## config.mk

```make
export PLATFORM = sky130hd
export DESIGN_NAME = ro_freq_meter
export DESIGN_NICKNAME = d
export VERILOG_FILES = /design/src/rtl/ro_meter_pkg.sv /design/src/rtl/ro_edge_sync.sv /design/src/rtl/ro_freq_meter.sv
export SDC_FILE = /design/constraint.sdc
export NUM_CORES = 1
export LEC_CHECK = 0
export CAP_MARGIN = 0
export CORE_MARGIN = 4
export CORE_UTILIZATION = 50
export CTS_CLUSTER_SIZE = 24
export DETAILED_ROUTE_END_ITERATION = 6
export DONT_BUFFER_PORTS = 1
export HOLD_SLACK_MARGIN = 0.02
export SYNTH_ARGS = -nofsm -noshare
export SYNTH_HDL_FRONTEND = slang
export SYNTH_HIERARCHICAL = 1
export SYNTH_SLANG_ARGS = --single-unit
```

## constraint.sdc

```tcl
create_clock -name wb_clk_i -period 5.7 [get_ports wb_clk_i]
set_clock_uncertainty 0.15 [all_clocks]
set_input_delay 0.855 -clock wb_clk_i [delete_from_list [all_inputs] [get_ports wb_clk_i]]
set_output_delay 0.855 -clock wb_clk_i [all_outputs]
set_load 0.02 [all_outputs]
```

## src/rtl/ro_meter_pkg.sv

```systemverilog
`default_nettype none
// ============================================================================
// ro_meter_pkg : shared types and constants for the ring-oscillator meter
// Rev 1.0
// ============================================================================
package ro_meter_pkg;

   typedef enum logic [1:0] {
      ST_IDLE   = 2'd0,
      ST_SETTLE = 2'd1,
      ST_MEAS   = 2'd2,
      ST_DONE   = 2'd3
   } state_t;

   localparam logic [1:0] c_OFF_CTRL   = 2'd0;
   localparam logic [1:0] c_OFF_GATE   = 2'd1;
   localparam logic [1:0] c_OFF_COUNT  = 2'd2;
   localparam logic [1:0] c_OFF_STATUS = 2'd3;

   localparam int c_CTRL_START  = 0;
   localparam int c_CTRL_CONT   = 1;
   localparam int c_CTRL_IRQ_EN = 2;
   localparam int c_CTRL_ABORT  = 3;
   localparam int c_CTRL_SEL_LO = 4;

   localparam int c_STAT_BUSY = 0;
   localparam int c_STAT_DONE = 1;
   localparam int c_STAT_OVF  = 2;

   localparam int c_GATE_RST = 1000;

   function automatic logic [31:0] byte_merge(input logic [31:0] cur,
                                              input logic [31:0] wdat,
                                              input logic [3:0]  be);
      logic [31:0] res;
      res = cur;
      for (int i = 0; i < 4; i++) begin
         if (be[i]) res[8*i +: 8] = wdat[8*i +: 8];
      end
      return res;
   endfunction

endpackage
`default_nettype wire

```

## src/rtl/ro_edge_sync.sv

```systemverilog
`default_nettype none
// ============================================================================
// ro_edge_sync : multi-flop synchronizer with a rising-edge pulse output
// Rev 1.0
// ============================================================================
module ro_edge_sync #(
   parameter int SYNC_STG = 2
) (
   input  logic clk,
   input  logic rst_n,
   input  logic i_async,
   output logic o_rise
);

   logic [SYNC_STG-1:0] r_pipe;
   logic                r_prev;

   always_ff @(posedge clk or negedge rst_n) begin
      if (!rst_n) begin
         r_pipe <= '0;
         r_prev <= 1'b0;
      end else begin
         r_pipe <= {r_pipe[SYNC_STG-2:0], i_async};
         r_prev <= r_pipe[SYNC_STG-1];
      end
   end

   assign o_rise = r_pipe[SYNC_STG-1] & ~r_prev;

endmodule
`default_nettype wire

```

## src/rtl/ro_freq_meter.sv

```systemverilog
`default_nettype none
// ============================================================================
// ro_freq_meter : gated edge counter for a muxed ring oscillator, Wishbone slave
// Rev 1.0
// ============================================================================
module ro_freq_meter
   import ro_meter_pkg::*;
#(
   parameter logic [31:0] BASE_ADDR  = 32'h3000_0000,
   parameter int          CNT_W      = 32,
   parameter int          GATE_W     = 24,
   parameter int          SETTLE_CYC = 16,
   parameter int          SYNC_STG   = 2
) (
   input  logic        wb_clk_i,
   input  logic        wb_rst_ni,
   input  logic        wbs_stb_i,
   input  logic        wbs_cyc_i,
   input  logic        wbs_we_i,
   input  logic [3:0]  wbs_sel_i,
   input  logic [31:0] wbs_dat_i,
   input  logic [31:0] wbs_adr_i,
   output logic        wbs_ack_o,
   output logic [31:0] wbs_dat_o,
   input  logic        ro_in,
   output logic [3:0]  ro_sel_o,
   output logic        ro_start_o,
   output logic        irq_o
);

   localparam int c_SET_W = (SETTLE_CYC > 1) ? $clog2(SETTLE_CYC) : 1;

   logic w_rise;

   ro_edge_sync #(.SYNC_STG(SYNC_STG)) u_sync (
      .clk     (wb_clk_i),
      .rst_n   (wb_rst_ni),
      .i_async (ro_in),
      .o_rise  (w_rise)
   );

   state_t              r_state;
   logic                r_ack;
   logic [31:0]         r_dat;
   logic                r_cont;
   logic                r_irq_en;
   logic [3:0]          r_sel;
   logic [GATE_W-1:0]   r_gate;
   logic                r_ro_start;
   logic [3:0]          r_ro_sel;
   logic [c_SET_W-1:0]  r_settle_cnt;
   logic [GATE_W-1:0]   r_gate_left;
   logic [CNT_W-1:0]    r_edge_cnt;
   logic [CNT_W-1:0]    r_count;
   logic                r_done;
   logic                r_ovf;

   logic                w_hit;
   logic                w_req;
   logic                w_wr;
   logic [1:0]          w_reg;
   logic                w_ctrl_wr;
   logic                w_gate_wr;
   logic                w_stat_wr;
   logic                w_start;
   logic                w_abort;
   logic                w_clr_done;
   logic                w_clr_ovf;
   logic                w_busy;
   logic [3:0]          w_sel_nxt;
   logic [GATE_W-1:0]   w_gate_nxt;
   logic [GATE_W-1:0]   w_gate_load;
   logic [31:0]         w_gate_ext;
   logic [31:0]         w_count_ext;
   logic [31:0]         w_gate_merged;
   logic [31:0]         w_rdata;
   logic                w_unused;

   // A request is only accepted while ack is low, so acks are never back-to-back.
   assign w_hit      = (wbs_adr_i[31:4] == BASE_ADDR[31:4]);
   assign w_req      = wbs_stb_i & wbs_cyc_i & w_hit & ~r_ack;
   assign w_wr       = w_req & wbs_we_i;
   assign w_reg      = wbs_adr_i[3:2];
   assign w_ctrl_wr  = w_wr & (w_reg == c_OFF_CTRL) & wbs_sel_i[0];
   assign w_gate_wr  = w_wr & (w_reg == c_OFF_GATE);
   assign w_stat_wr  = w_wr & (w_reg == c_OFF_STATUS) & wbs_sel_i[0];
   assign w_start    = w_ctrl_wr & wbs_dat_i[c_CTRL_START];
   assign w_abort    = w_ctrl_wr & wbs_dat_i[c_CTRL_ABORT];
   assign w_clr_done = w_stat_wr & wbs_dat_i[c_STAT_DONE];
   assign w_clr_ovf  = w_stat_wr & wbs_dat_i[c_STAT_OVF];
   assign w_busy     = (r_state != ST_IDLE);

   always_comb begin
      w_gate_ext              = '0;
      w_gate_ext[GATE_W-1:0]  = r_gate;
      w_count_ext             = '0;
      w_count_ext[CNT_W-1:0]  = r_count;
   end

   assign w_gate_merged = byte_merge(w_gate_ext, wbs_dat_i, wbs_sel_i);
   assign w_gate_nxt    = w_gate_wr ? w_gate_merged[GATE_W-1:0] : r_gate;
   assign w_gate_load   = (w_gate_nxt == '0) ? GATE_W'(1) : w_gate_nxt;
   assign w_sel_nxt     = w_ctrl_wr ? wbs_dat_i[c_CTRL_SEL_LO +: 4] : r_sel;
   assign w_unused      = ^{wbs_adr_i[1:0], w_gate_merged};

   always_comb begin
      w_rdata = '0;
      case (w_reg)
         c_OFF_CTRL:  w_rdata[7:0] = {r_sel, 1'b0, r_irq_en, r_cont, 1'b0};
         c_OFF_GATE:  w_rdata      = w_gate_ext;
         c_OFF_COUNT: w_rdata      = w_count_ext;
         default: begin
            w_rdata[c_STAT_BUSY] = w_busy;
            w_rdata[c_STAT_DONE] = r_done;
            w_rdata[c_STAT_OVF]  = r_ovf;
         end
      endcase
   end

   always_ff @(posedge wb_clk_i or negedge wb_rst_ni) begin
      if (!wb_rst_ni) begin
         r_ack    <= 1'b0;
         r_dat    <= '0;
         r_cont   <= 1'b0;
         r_irq_en <= 1'b0;
         r_sel    <= '0;
         r_gate   <= GATE_W'(c_GATE_RST);
      end else begin
         r_ack <= w_req;
         r_dat <= (w_req && !wbs_we_i) ? w_rdata : '0;
         if (w_ctrl_wr) begin
            r_cont   <= wbs_dat_i[c_CTRL_CONT];
            r_irq_en <= wbs_dat_i[c_CTRL_IRQ_EN];
         end
         r_sel  <= w_sel_nxt;
         r_gate <= w_gate_nxt;
      end
   end

   // Measurement FSM; later assignments override the W1C clears so a set wins.
   always_ff @(posedge wb_clk_i or negedge wb_rst_ni) begin
      if (!wb_rst_ni) begin
         r_state      <= ST_IDLE;
         r_ro_start   <= 1'b0;
         r_ro_sel     <= '0;
         r_settle_cnt <= '0;
         r_gate_left  <= '0;
         r_edge_cnt   <= '0;
         r_count      <= '0;
         r_done       <= 1'b0;
         r_ovf        <= 1'b0;
      end else begin
         if (w_clr_done) r_done <= 1'b0;
         if (w_clr_ovf)  r_ovf  <= 1'b0;
         if (w_abort) begin
            r_state    <= ST_IDLE;
            r_ro_start <= 1'b0;
         end else begin
            case (r_state)
               ST_IDLE: begin
                  if (w_start) begin
                     r_state      <= ST_SETTLE;
                     r_ro_start   <= 1'b1;
                     r_ro_sel     <= w_sel_nxt;
                     r_gate_left  <= w_gate_load;
                     r_settle_cnt <= '0;
                     r_done       <= 1'b0;
                     r_ovf        <= 1'b0;
                  end
               end
               ST_SETTLE: begin
                  r_settle_cnt <= r_settle_cnt + 1'b1;
                  if (r_settle_cnt == c_SET_W'(SETTLE_CYC - 1)) begin
                     r_state    <= ST_MEAS;
                     r_edge_cnt <= '0;
                  end
               end
               ST_MEAS: begin
                  if (w_rise && (r_edge_cnt != '1)) r_edge_cnt <= r_edge_cnt + 1'b1;
                  r_gate_left <= r_gate_left - 1'b1;
                  if (r_gate_left == GATE_W'(1)) r_state <= ST_DONE;
               end
               default: begin
                  r_count <= r_edge_cnt;
                  r_done  <= 1'b1;
                  if (&r_edge_cnt) r_ovf <= 1'b1;
                  if (r_cont) begin
                     r_state      <= ST_SETTLE;
                     r_ro_sel     <= w_sel_nxt;
                     r_gate_left  <= w_gate_load;
                     r_settle_cnt <= '0;
                  end else begin
                     r_state    <= ST_IDLE;
                     r_ro_start <= 1'b0;
                  end
               end
            endcase
         end
      end
   end

   assign wbs_ack_o  = r_ack;
   assign wbs_dat_o  = r_dat;
   assign ro_sel_o   = r_ro_sel;
   assign ro_start_o = r_ro_start;
   assign irq_o      = r_done & r_irq_en;

endmodule
`default_nettype wire
```

Yosys cells after proc, flatten, opt, wreduce, memory -nomap -nowiden

Index checks and enable logic that the tools add are counted.

Bits in registers: 167
Bits in latches: 0
Memory bits (writable): 0
ROM bits: 0
Input bits: 74
Output and inout bits: 39
Logic and storage cells: 121
Memories kept: 0

Add/subtract/negate cells: 3
Multipliers: 0
Div/mod/pow operators: 0
Magnitude comparators: 0
Equality and inequality tests: 17
Shift-type cells: 0
Mux-type cells: 41
Bitwise logic cells: 22
Reduce and logical (&&, ||, !) cells: 21

Operators with widths:

| cell                                                  | number |
|---|---|
| 2-to-1 mux 24 bit                                     | 4 |
| 2-to-1 mux 32 bit                                     | 3 |
| case mux 24 bit (3 select lines)                      | 1 |
| case mux 32 bit (2 select lines)                      | 1 |
| case mux 24 bit (2 select lines)                      | 1 |
| adder 32 x 1 -> 32 bit, second input constant         | 1 |
| != test 32 bit, second input constant                 | 1 |
| AND reduction 32 bit                                  | 1 |
| equality test 28 x 26 -> 1 bit, second input constant | 1 |
| equality test 24 x 1 -> 1 bit, second input constant  | 1 |
| logical NOT 24 bit                                    | 1 |
| 2-to-1 mux 8 bit                                      | 3 |
| subtractor 24 x 1 -> 24 bit, second input constant    | 1 |
| 2-to-1 mux 4 bit                                      | 5 |
| AND reduction 4 bit                                   | 4 |
| bitwise AND 1 bit                                     | 15 |
| case mux 5 bit (3 select lines)                       | 1 |
| case mux 4 bit (3 select lines)                       | 1 |
| 2-to-1 mux 1 bit                                      | 11 |
| != test 3 bit, second input constant                  | 3 |
| case mux 3 bit (3 select lines)                       | 1 |
| 2-to-1 mux 2 bit                                      | 4 |
| case mux 4 bit (2 select lines)                       | 1 |
| NOT 1 bit                                             | 7 |
| 18 further kinds                                      | 31 |

Logic depth before layout (Yosys ltp)

Gate-level depths: netlist of run 1.

Depth after elaboration: 11
Depth in mapped cells: 11
Gate-level depth less buffers: 8

Cells and area by module

The synthesis of run 1 kept the hierarchy.

Modules (own cells, without submodules):

| module        | instances | cells an instance | area each (µm²) | seq. area each (µm²) |
|---|---|---|---|---|
| ro_freq_meter | 1         | 775               | 8,095.3         | 4,111.4 |
| ro_edge_sync  | 1         | 4                 | 88.8            | 75.1 |

Least setup slack after synthesis of run 1

Ideal clock, no wire load.

Path kind: input port to flip-flop
Start point: in wbs_adr_i[22]
End point: reg r_gate_left[0]
Setup time: 0.090 ns
Arrival: 2.903 ns
Required time: 5.460 ns
Setup slack: 2.557 ns
Cell stages on the path: 7
Path buffers: 0
Cells stage by stage: nor4_2 nand4_1 nor4_4 mux2_2 o311ai_0 o31ai_1 o221ai_1

Longest elaborated chain between the ends: 10
Elaborated cells on any way between the ends: 18
Classes of those cells: eq/ne: 2; mux: 5; bitwise: 9; reduce/logical: 2

RTL lines:

| element                                     | line                                       | text |
|---|---|---|
| from (decl)                                 | ro_freq_meter.sv:22                        | `input logic [31:0] wbs_adr_i,` |
| equality test 28 x 26 -> 1 bit *            | ro_freq_meter.sv:80                        | `assign w_hit = (wbs_adr_i[31:4] == BASE_ADDR[31:4]);` |
| bitwise AND 1 bit * (2 in series)           | ro_freq_meter.sv:81                        | `assign w_req = wbs_stb_i & wbs_cyc_i & w_hit & ~r_ack;` |
| bitwise AND 1 bit *                         | ro_freq_meter.sv:82                        | `assign w_wr = w_req & wbs_we_i;` |
| bitwise AND 1 bit                           | ro_freq_meter.sv:85                        | `assign w_gate_wr = w_wr & (w_reg == c_OFF_GATE);` |
| 2-to-1 mux 24 bit                           | ro_freq_meter.sv:101                       | `assign w_gate_nxt = w_gate_wr ? w_gate_merged[GATE_W-1:0] : r_gate;` |
| logical NOT 24 bit                          | ro_freq_meter.sv:102                       | `assign w_gate_load = (w_gate_nxt == '0) ? GATE_W'(1) : w_gate_nxt;` |
| 2-to-1 mux 24 bit                           | ro_freq_meter.sv:102                       |  |
| 2-to-1 mux 24 bit, on equally long branches | ro_freq_meter.sv:187, ro_freq_meter.sv:161 |  |
| case mux 24 bit (3 select lines)            | ro_freq_meter.sv:159                       | `case (r_state)` |
| to (signal assigned)                        | ro_freq_meter.sv:165                       | `r_gate_left <= w_gate_load;` |
| to (signal assigned)                        | ro_freq_meter.sv:180                       | `r_gate_left <= r_gate_left - 1'b1;` |
| to (signal assigned)                        | ro_freq_meter.sv:190                       | `r_gate_left <= w_gate_load;` |
| to (decl)                                   | ro_freq_meter.sv:52                        | `logic [GATE_W-1:0] r_gate_left;` |

Every way passes the cells marked *; elsewhere a longest branch is shown, timed or not. The select of a mux whose other input is x is not followed.
A chain may end at the register's enable or synchronous reset.

Worst setup path after layout of run 1

Start point: in wbs_adr_i[10]
End point: reg r_gate_left[0]

The elaborated chain is that of the path after synthesis.

==> impl_results.html, run 1 <==
<table>
<tr><th>Metric</th><th>Value</th></tr>
<tr><th colspan="2">Place</th></tr>
<tr><td>Placed cell areas</td><td>8298 sq um</td></tr>
<tr><td>Count of placed standard cells including taps</td><td>958</td></tr>
<tr><td>Placed wire-length estimate</td><td>~14,000 um</td></tr>
<tr><td>Number of input and output port buffers inserted</td><td>0</td></tr>
<tr><td>Gp weighted congestion</td><td>approximately 0.85</td></tr>
<tr><th colspan="2">Clocking</th></tr>
<tr><td>Clock buffer count from CTS</td><td>17</td></tr>
<tr><td># resized after CTS</td><td>0</td></tr>
<tr><td>TritonCTS sink count</td><td>167</td></tr>
<tr><td>Post CTS Setup Buffer Count</td><td>0</td></tr>
<tr><td>H-Tree Level Count</td><td>4</td></tr>
<tr><td>TritonCTS clock tree</td><td>done</td></tr>
<tr><td>Clock transition at the registers of the reported paths</td><td>0.06 ns</td></tr>
<tr><td>Insertion delay to the later sink of the worst-skew pair</td><td>0.43 ns</td></tr>
<tr><td>Number of buffers between clock root and the deepest sink</td><td>2</td></tr>
<tr><td>CTS root buf</td><td>sky130_fd_sc_hd__clkbuf_16</td></tr>
<tr><td># hold bufs at CTS</td><td>1</td></tr>
<tr><th colspan="2">Timing</th></tr>
<tr><td>Setup-violating endpoint count in the final report</td><td>0</td></tr>
<tr><td>Total count of hold-check failures in the final report</td><td>0</td></tr>
<tr><td>Sum of negative setup slack</td><td>0 ns</td></tr>
<tr><td>Worst slew pin tran</td><td>0.9713 ns</td></tr>
<tr><td>Final Cycle Share</td><td>0.5758</td></tr>
<tr><td>Fin crit period</td><td>between 3 and 4 ns</td></tr>
<tr><td>Worst rel slew slack</td><td>0.3525</td></tr>
<tr><td>Final number of max-transition violations</td><td>0</td></tr>
<tr><td>Setup repair after global routing missed its margin</td><td>no</td></tr>
<tr><td>Max Clock Freq</td><td>304.7 MHz</td></tr>
<tr><th colspan="2">Finish</th></tr>
<tr><td>Area added between synthesis and finish</td><td>9.051%</td></tr>
<tr><td>Antenna Cells</td><td>0</td></tr>
<tr><td>Non-Filler Cell Area, Final</td><td>8925 sq um</td></tr>
<tr><td>Area of the multi-input gates</td><td>3721 sq um</td></tr>
<tr><td>Most frequent cells in the layout</td><td>161 x sky130_fd_sc_hd__dfrtp_1, 71 x sky130_fd_sc_hd__nand2_1, 48 x sky130_fd_sc_hd__mux2_2, 41 x sky130_fd_sc_hd__nor2_1, 40 x sky130_fd_sc_hd__nand3_1</td></tr>
<tr><td>Cell Count, Final, Fillers Out</td><td>991</td></tr>
<tr><td>Fraction of layout cells with a size suffix above 1</td><td>0.1419</td></tr>
<tr><td>Area taken by flip-flops and latches</td><td>4187 sq um</td></tr>
<tr><td>Most frequent standard cell in the layout excluding fill and tap cells</td><td>sky130_fd_sc_hd__dfrtp_1</td></tr>
<tr><td>Number of nets in the final layout</td><td>849</td></tr>
<tr><td>Filler Cell Count</td><td>1,403</td></tr>
<tr><th colspan="2">Routing</th></tr>
<tr><td>Post-DRT Antenna Nets</td><td>0</td></tr>
<tr><td>Per-cell routed wire length</td><td>20.34 um</td></tr>
<tr><td>Vias per cell</td><td>6.318</td></tr>
<tr><td>Iteration-0 DRC count of the detailed router</td><td>between 400 and 500</td></tr>
<tr><td>Total Routed Length</td><td>20,160 um</td></tr>
<tr><td>Vias</td><td>6,261</td></tr>
<tr><td>DRC violations left</td><td>0</td></tr>
<tr><td>Number of optimization iterations in the first detailed-route pass</td><td>6</td></tr>
<tr><th colspan="2">Synthesis</th></tr>
<tr><td>Warning count from the yosys run</td><td>6</td></tr>
<tr><td>Sequential element share of the synthesized area</td><td>0.5115</td></tr>
<tr><td>Number of unique standard cell types used by synthesis</td><td>between 60 and 70</td></tr>
<tr><td>Count of flip-flops with a built-in enable after synthesis</td><td>0</td></tr>
<tr><td>Synthesized area per cell</td><td>approximately 11 sq um</td></tr>
<tr><td>Synth Net Count</td><td>866</td></tr>
<tr><td>Post-synthesis async set-or-reset flop share</td><td>1.000</td></tr>
<tr><td>Count of mapped cells out of synthesis</td><td>779</td></tr>
<tr><td>Most used flip-flop cell after synthesis</td><td>sky130_fd_sc_hd__dfrtp_1</td></tr>
<tr><td>Total standard cell area after synthesis</td><td>8184 sq um</td></tr>
<tr><td>Number of register bits inferred by synthesis</td><td>around 170</td></tr>
<tr><th colspan="2">Floorplan</th></tr>
<tr><td>Starting density of the core</td><td>0.5133</td></tr>
<tr><td>I/O Pins</td><td>113</td></tr>
<tr><td>Height of the chip</td><td>~140 um</td></tr>
<tr><td>Row cnt</td><td>46</td></tr>
<tr><td>CORE AREA</td><td>around 16,000 sq um</td></tr>
<tr><td>Die outline width</td><td>135.9 um</td></tr>
<tr><td>Die Area</td><td>18,480 sq um</td></tr>
<tr><th colspan="2">Worst setup path</th></tr>
<tr><td>Required time of the worst setup path</td><td>5.87 ns</td></tr>
<tr><td>Biggest fanout along the worst timing path</td><td>9</td></tr>
<tr><td>Critical Path AT</td><td>3.46 ns</td></tr>
<tr><td>Critical path class</td><td>input pin to flop</td></tr>
<tr><td>Kind of capture point of the worst setup path</td><td>flop</td></tr>
<tr><td>Worst setup SP type</td><td>input pin</td></tr>
<tr><th colspan="2">Power</th></tr>
<tr><td>Leakage power total</td><td>0.003893 uW</td></tr>
<tr><td>Cell Pwr Density</td><td>270.0 nW/um^2</td></tr>
<tr><td>Peak supply drop</td><td>0.2185 mV</td></tr>
<tr><th colspan="2">Global routing</th></tr>
<tr><td>Overall global routing resource usage</td><td>0.2242</td></tr>
<tr><td>Total grt overflow</td><td>0</td></tr>
<tr><td>Pin count of the biggest net entering global routing</td><td>162</td></tr>
<tr><td>First-pass GRT wire length</td><td>around 32,000 um</td></tr>
<tr><td>Number of global-route vias before repair</td><td>between 6,000 and 7,000</td></tr>
<tr><td>Initial antenna violation count</td><td>0</td></tr>
<tr><th colspan="2">Run</th></tr>
<tr><td>Max_cap viols</td><td>0</td></tr>
<tr><th colspan="2">Outcome</th></tr>
<tr><td>Run status</td><td>completed</td></tr>
<tr><th colspan="2">Min path</th></tr>
<tr><td>Hold/Removal Path Class</td><td>input pin to async pin</td></tr>
</table>
==> cell usage after synthesis (17+ instances only) <==
library cell / count / area share
sky130_fd_sc_hd__dfrtp_1: 161 / 0.49
sky130_fd_sc_hd__nand2_1: 71 / 0.033
sky130_fd_sc_hd__mux2_2: 48 / 0.066
sky130_fd_sc_hd__nor2_1: 42 / 0.019
sky130_fd_sc_hd__nand3_1: 40 / 0.024
sky130_fd_sc_hd__a21oi_1: 36 / 0.022
sky130_fd_sc_hd__o22ai_1: 26 / 0.020
sky130_fd_sc_hd__clkbuf_1: 25 / 0.011
sky130_fd_sc_hd__nor4_1: 24 / 0.018
sky130_fd_sc_hd__nor3_1: 23 / 0.014
sky130_fd_sc_hd__o21ai_0: 23 / 0.014
sky130_fd_sc_hd__inv_1: 22 / 0.010
sky130_fd_sc_hd__mux2_1: 19 / 0.026
sky130_fd_sc_hd__a22oi_1: 17 / 0.016
sky130_fd_sc_hd__and3_1: 17 / 0.013
==> power by group <==
part	internal [uW]	total (uW)	switching [uW]
clock	702	1180	478
combinational	8.06	42.6	34.5
sequential	1190	1190	0.529
==> per-stage QoR <==
stage | setup WS (ns) | power, uW | utilization | hold WS (ns)
global placement | 2.040 | 1228 | 0.5205 | 0.1827
finish | 2.418 | 2409 | 0.5598 | 0.1118
CTS | 2.405 | 2435 | 0.5598 | 0.09636
global route | 2.170 | 2485 | 0.5598 | 0.09498
detailed placement | 1.953 | 1228 | 0.5205 | 0.1872
floorplan | 2.557 | 1225 | - | 0.1812
==> cell families (layout without fill, tap and decap cells) <==
| family | count (synthesis) | in the layout | synth area share |
|---|---|---|---|
| AND/OR/NAND/NOR | 295 | 295 | 0.1972 |
| flip-flops | 167 | 167 | 0.5115 |
| multiplexers | 69 | 69 | 0.09463 |
| buffers and inverters | 64 | 60 | 0.03440 |
| adder cells (fa/ha/maj) | 13 | 13 | 0.01988 |
| AO/OA/AOI/OAI | 171 | 171 | 0.1423 |
==> critical path: stages <==
cell	delay [ns]
sky130_fd_sc_hd__nor4_1	0.34
sky130_fd_sc_hd__nand4_1	0.37
sky130_fd_sc_hd__nor4_4	0.76
sky130_fd_sc_hd__mux2_2	0.48
sky130_fd_sc_hd__o311ai_0	0.33
sky130_fd_sc_hd__o31ai_1	0.14
sky130_fd_sc_hd__o221ai_1	0.16
==> final cells by class <==
type | instances | share of cell area
clock buffer | 21 | 0.05047
clock inverter | 11 | 0.01668
inverter | 22 | 0.009253
timing repair buffer | 6 | 0.007290
sequential | 167 | 0.4691
multi-input combinational | 548 | 0.4169
tap | 216 | 0.03028
==> state kept, by name (all words and copies together), names as in the netlist <==
name / cells
wbs_dat_o: 32
r_settle_cnt: 4
r_irq_en: 1
r_edge_cnt: 32
r_done: 1
r_ovf: 1
r_sel: 4
r_cont: 1
r_gate: 24
ro_sel_o: 4
wbs_ack_o: 1
r_state: 2
u_sync/r_prev: 1
ro_start_o: 1
r_count: 32
u_sync/r_pipe: 2
r_gate_left: 24
==> routing by layer <==
metal | global-route usage | vias up | wire length [um]
met1 | 0.2898 | 3192 | 8592
met5 | 0 | - | 0
met3 | 0.05699 | 21 | 1085
met2 | 0.3709 | 142 | 10120
met4 | 0.07279 | 0 | 359
li1 | - | 2906 | -
==> path summary, 6_finish.rpt <==
kind / start / endpoint / slack, ns / cells past startpoint
setup reg to reg: wbs_ack_o / r_gate_left[0] / 2.45 / 7
hold reg to reg: u_sync/r_pipe[0] / u_sync/r_pipe[1] / 0.20 / 0
setup / recovery: wbs_adr_i[10] / r_gate_left[0] / 2.42 / 7
min in group wb_clk_i: u_sync/r_pipe[0] / u_sync/r_pipe[1] / 0.20 / 0
max in group asynchronous: wb_rst_ni / r_edge_cnt[30] / 4.49 / 1
hold / removal: wb_rst_ni / r_gate[8] / 0.11 / 0
No activity file was read; power rests on OpenSTA's default activity.
==> run 2: changes to the inputs <==
- PLACE_DENSITY: default -> 0.68
- clock period: 5.7 -> 2.7 ns (I/O delays scaled with it)
==> run 2 against run 1 <==
Effect of this change:
- worst hold slack worse by 0.60 ns
- largest cell class unchanged
- critical endpoint is now r_edge_cnt[12]
- combinational power is 82% higher
- sequential share of layout area down 3.5 points
- the flow now finishes with violations (hold timing)
==> impl_results.html, run 2 (same netlist as run 1, synthesis figures left out) <==
<table>
<tr><th>Metric</th><th>Value</th></tr>
<tr><th colspan="2">Outcome</th></tr>
<tr><td>Run status</td><td>complete, but fails checks</td></tr>
<tr><td>Violated checks</td><td>hold timing</td></tr>
<tr><th colspan="2">Timing</th></tr>
<tr><td>Fin crit period</td><td>2.518 ns</td></tr>
<tr><td>Minimum hold slack</td><td>-0.4910 ns</td></tr>
<tr><td>Worst rel slew slack</td><td>0.4707</td></tr>
<tr><td>Setup repair after global routing missed its margin</td><td>yes</td></tr>
<tr><td>Final Cycle Share</td><td>0.9328</td></tr>
<tr><td>Setup-violating endpoint count in the final report</td><td>0</td></tr>
<tr><td>Total count of hold-check failures in the final report</td><td>167</td></tr>
<tr><td>Max Clock Freq</td><td>397.1 MHz</td></tr>
<tr><td>Final number of max-transition violations</td><td>0</td></tr>
<tr><td>Worst slew pin tran</td><td>around 0.79 ns</td></tr>
<tr><th colspan="2">Clocking</th></tr>
<tr><td>TritonCTS clock tree</td><td>done</td></tr>
<tr><td>TritonCTS sink count</td><td>between 150 and 200</td></tr>
<tr><td>Insertion delay to the later sink of the worst-skew pair</td><td>0.43 ns</td></tr>
<tr><td>H-Tree Level Count</td><td>4</td></tr>
<tr><td>Clock buffer count from CTS</td><td>17</td></tr>
<tr><td>Number of buffers between clock root and the deepest sink</td><td>2</td></tr>
<tr><td>Clock transition at the registers of the reported paths</td><td>0.07 ns</td></tr>
<tr><td>CTS root buf</td><td>sky130_fd_sc_hd__clkbuf_16</td></tr>
<tr><td># hold bufs at CTS</td><td>25</td></tr>
<tr><th colspan="2">Place</th></tr>
<tr><td>Placed wire-length estimate</td><td>14,460 um</td></tr>
<tr><td>Gp weighted congestion</td><td>0.8817</td></tr>
<tr><td>Number of input and output port buffers inserted</td><td>0</td></tr>
<tr><th colspan="2">Global routing</th></tr>
<tr><td>Overall global routing resource usage</td><td>0.2366</td></tr>
<tr><td>Number of global-route vias before repair</td><td>roughly 6,700</td></tr>
<tr><td>Pin count of the biggest net entering global routing</td><td>168</td></tr>
<tr><td>Total grt overflow</td><td>0</td></tr>
<tr><td>First-pass GRT wire length</td><td>34,570 um</td></tr>
<tr><td>Initial antenna violation count</td><td>0</td></tr>
<tr><th colspan="2">Min path</th></tr>
<tr><td>Hold/Removal Path Class</td><td>input pin to async pin</td></tr>
<tr><th colspan="2">Routing</th></tr>
<tr><td>Iteration-0 DRC count of the detailed router</td><td>between 500 and 600</td></tr>
<tr><td>Per-cell routed wire length</td><td>approximately 20 um</td></tr>
<tr><td>Vias</td><td>6,712</td></tr>
<tr><td>Vias per cell</td><td>6.296</td></tr>
<tr><td>Number of optimization iterations in the first detailed-route pass</td><td>6</td></tr>
<tr><td>Post-DRT Antenna Nets</td><td>0</td></tr>
<tr><td>Total Routed Length</td><td>20,940 um</td></tr>
<tr><td>DRC violations left</td><td>0</td></tr>
<tr><th colspan="2">Floorplan</th></tr>
<tr><td>CORE AREA</td><td>15,940 sq um</td></tr>
<tr><td>Row cnt</td><td>46</td></tr>
<tr><td>I/O Pins</td><td>113</td></tr>
<tr><td>Die outline width</td><td>135.9 um</td></tr>
<tr><td>Die Area</td><td>18,480 sq um</td></tr>
<tr><td>Height of the chip</td><td>approximately 140 um</td></tr>
<tr><td>Starting density of the core</td><td>0.5133</td></tr>
<tr><th colspan="2">Power</th></tr>
<tr><td>Cell Pwr Density</td><td>543.1 nW/um^2</td></tr>
<tr><td>Leakage power total</td><td>0.004285 uW</td></tr>
<tr><td>Peak supply drop</td><td>0.4288 mV</td></tr>
<tr><th colspan="2">Finish</th></tr>
<tr><td>Most frequent cells in the layout</td><td>161 x sky130_fd_sc_hd__dfrtp_1, 71 x sky130_fd_sc_hd__nand2_1, 53 x sky130_fd_sc_hd__buf_4, 47 x sky130_fd_sc_hd__mux2_2, 41 x sky130_fd_sc_hd__nor2_1</td></tr>
<tr><td>Fraction of layout cells with a size suffix above 1</td><td>0.1965</td></tr>
<tr><td>Area added between synthesis and finish</td><td>17.80%</td></tr>
<tr><td>Antenna Cells</td><td>0</td></tr>
<tr><td>Most frequent standard cell in the layout excluding fill and tap cells</td><td>sky130_fd_sc_hd__dfrtp_1</td></tr>
<tr><td>Number of nets in the final layout</td><td>924</td></tr>
<tr><td>Utilization of the core after routing</td><td>0.6047</td></tr>
<tr><th colspan="2">Worst setup path</th></tr>
<tr><td>Worst setup SP type</td><td>flop</td></tr>
<tr><td>Biggest fanout along the worst timing path</td><td>47</td></tr>
<tr><td>Library cell contributing the largest single delay on the critical path</td><td>sky130_fd_sc_hd__dfrtp_1</td></tr>
<tr><td>Kind of capture point of the worst setup path</td><td>flop</td></tr>
<tr><td>Largest stage delay on the critical path</td><td>0.36 ns</td></tr>
<tr><td>Critical Path AT</td><td>2.69 ns</td></tr>
<tr><td>Required time of the worst setup path</td><td>2.87 ns</td></tr>
<tr><td>Cell chain of the critical path</td><td>ha_1 -&gt; nand2_1 -&gt; nor3_2 -&gt; nand4b_1 -&gt; o31ai_4 -&gt; a221o_1 -&gt; buf_12 -&gt; nor4_1 -&gt; a311o_1</td></tr>
<tr><td>Critical path class</td><td>flop to flop</td></tr>
<tr><th colspan="2">Run</th></tr>
<tr><td>Max_cap viols</td><td>0</td></tr>
</table>
==> run 2: critical path: cells and delay by family, from the launching register on <==
family	cells	cell delay (ns)
DFF	1	0.36
AOI/OAI and AO/OA	3	0.81
buffers and inverters	1	0.23
adders and majority gates	1	0.22
and+or+nand+nor	4	0.63
==> run 2: layout make-up <==
cell class,count,area (sq um)
well taps,216,270.3
multi-input cells,548,3752
clock inverters,15,215.2
clock buffers,17,425.4
repair buffers,81,708.2
inverters,22,82.58
fillers,1301,6302
flip-flops and latches,167,4187
==> run 2: final timing paths <==
path	endpoint	depth (start not counted)	start	slack, ns
setup / recovery	r_edge_cnt[12]	9	r_edge_cnt[0]	0.18
max in group asynchronous	r_gate[6]	0	wb_rst_ni	2.67
hold reg to reg	u_sync/r_pipe[1]	0	u_sync/r_pipe[0]	0.20
hold / removal	wbs_dat_o[29]	0	wb_rst_ni	-0.49
min in group wb_clk_i	r_gate[1]	1	wbs_dat_i[1]	0.04
setup reg to reg	r_edge_cnt[12]	9	r_edge_cnt[0]	0.18
==> run 2: timing repair <==
action	CTS	global route
setup buffers	0	2
hold endpoints to repair	197	167
setup endpoints to repair	0	23
resized for setup	0	5
==> run 2: metrics by stage <==
stage | TNS (ns) | worst slack, ns | cells | power [uW] | instance area [sq um]
floorplan | 0 | 0.0008145 | 779 | 2586 | 8188
global placement | 0 | 0.05176 | 1007 | 2594 | 8707
detailed placement | -0.01725 | -0.01725 | 1007 | 2596 | 8707
CTS | 0 | 0.07600 | 1064 | 5264 | 9598
global route | -0.01073 | -0.01073 | 1066 | 5376 | 9641
finish | 0 | 0.1815 | 1066 | 5236 | 9641
==> run 2: power breakdown <==
group	leakage [uW]	switching [uW]	internal, uW
Combinational	0.00180	37.6	39.9
Clock	0.000315	1080	1570
Sequential	0.00217	1.11	2500
==> run 2: metal layers <==
metal,GRT usage,part of all wire
met1,0.3013,0.41
met2,0.4021,0.52
met3,0.04367,0.048
met4,0.09183,0.026
met5,0,0
==> edit (config.mk and constraints of run 1) <==
Change the parameter `CNT_W` from 32 to 24.
--- a/src/rtl/ro_freq_meter.sv
+++ b/src/rtl/ro_freq_meter.sv
@@ -8,5 +8,5 @@
 #(
    parameter logic [31:0] BASE_ADDR  = 32'h3000_0000,
-   parameter int          CNT_W      = 32,
+   parameter int          CNT_W      = 24,
    parameter int          GATE_W     = 24,
    parameter int          SETTLE_CYC = 16,
Formal check against the unedited RTL: same outputs for any inputs over 4 cycles, from zero or initial values and one cycle with wb_rst_ni low; that may be too few to reach the edited logic, so the function may still have changed.
==> edit against run 1 <==
Clock power increased by 4%. Cell area fell by 9.8%. Die area shrank 10%. Via count is 9.9% lower. First-iteration DRC count up 3.4%. Combinational power is essentially flat. Synthesized area shrank 11%. Cell count fell by 11%. Sequential share of layout area is 2.4 points lower. Sequential cell count fell by 24. Routed wire length fell by 7.8%. Setup slack gained 0.043 ns. Total power decreased by 5.1%. Critical path type unchanged. Critical endpoint is now r_gate_left[13]. Largest cell class unchanged.
==> edit: results (changes against run 1) <==
Pwr
  – Internal power: 1.80 mW (-5.0%)
  – VDD IR max: 226 uV (+3.5%)
  – Leakage: 3.53 nW (-9.2%)

Synth
  – Sequential fraction of the synthesis area: 49.2% (-2.0 points)
  – Synth area leaders: dfrtp_1 47%, mux2_2 9.3%, nand2_1 3.4%, nor2_1 2.6%, ha_1 2.2%
  – Synth unique cells: 64 (-1.5%)
  – Most instantiated cells after synthesis: 137 x dfrtp_1, 67 x nand2_1, 60 x mux2_2

Critical path
  – Crit path DAT: 3.37 ns (-0.09 ns)
  – Reg2reg path depth: 8 (+1)
  – Crit path max fanout: 26 (+17)
  – Setup slack, reg-to-reg: 2.55 ns (+0.10 ns)
  – RR Endpoint: r_edge_cnt[4]
  – Reg2reg start: r_edge_cnt[0]

Drt
  – Routed length per placed instance: 21.0 microns (+3.1%)
  – Via density: 6.37 (+0.76%)
  – Number of DRC markers in iteration 0: 492 (+3.4%)

Place
  – DP HPWL: 12800 microns (-6.4%)
  – GP Congestion: 0.859 (+0.67%)

Final layout
  – Nets@finish: 780 (-8.1%)
  – Layout cells sized above 1: 17.8% (+3.7 points)

Status
  – Status: finished clean

Global routing
  – Vias in the first global route: 5526 (-9.4%)
  – GRT Util Overall: 23.1% (+0.69 points)
  – Largest net degree at the start of global routing: 138 (-15%)
  – First-pass GRT wire length: 29600 microns (-8.6%)

Timing
  – Least-Margin Pin Slew: 0.982 ns (+0.0102 ns)
==> edit: layout make-up <==
class	instances	area [sq um]
clock inverters	13	210
multi-input cells	508	3470
fillers	1200	6040
repair buffers	6	65.1
inverters	17	63.8
well taps	180	225
clock buffers	19	433
flip-flops and latches	143	3590
==> edit: cells by family after synthesis <==
logic type                 synth area share [%]
and+or+nand+nor                            21.3
DFF                                        49.2
AOI/OAI and AO/OA                          13.6
muxes                                      9.95
buffers and inverters                      3.71
adders and majority gates                  2.23
other                                    0.0514
==> edit: worst max-delay path by stage <==
stage / to / from
floorplan: r_gate_left[8] / wbs_adr_i[6]
finish: r_gate_left[13] / wbs_adr_i[3]
global route: r_gate_left[6] / wbs_adr_i[5]
global placement: r_gate_left[13] / wbs_adr_i[3]
CTS: r_gate_left[13] / wbs_adr_i[3]
detailed placement: r_gate_left[23] / wbs_adr_i[3]
==> edit: per-layer routing <==
metal,up-vias,global-route usage (%),routed length [microns]
met5,-,0,0
met4,0,8.40,336
met3,31,5.27,752
met2,134,35.7,8950
met1,2862,32.1,8550
li1,2613,-,-
==> edit: power by group through the flow <==
stage          clock network [mW]  logic [mW]  registers, mW
3_5_place_dp                    0      0.0218           1.04
6_report                     1.23      0.0426           1.02
5_1_grt                      1.29      0.0488           1.02
4_1_cts                      1.24      0.0437           1.02
3_3_place_gp                    0      0.0216           1.04
2_1_floorplan                   0      0.0226           1.04
==> edit: critical path: stages <==
cell,delay (ns)
inv_1,0.06
ha_1,0.81
nand2_1,0.31
nor4_4,0.60
mux2_2,0.42
nor3_1,0.25
a211oi_2,0.06
==> edit: metrics by stage <==
stage	util (%)	worst slack, ns	cell area, sq um	cells	hold slack, ns
after floorplan	-	2.75	7320	711	0.181
after global placement	52.4	2.02	7380	853	0.182
after detailed placement	52.4	2.02	7380	853	0.187
after CTS	57.1	2.48	8050	886	0.0885
after global routing	57.1	2.22	8050	886	0.0874
final	57.1	2.46	8050	886	0.113
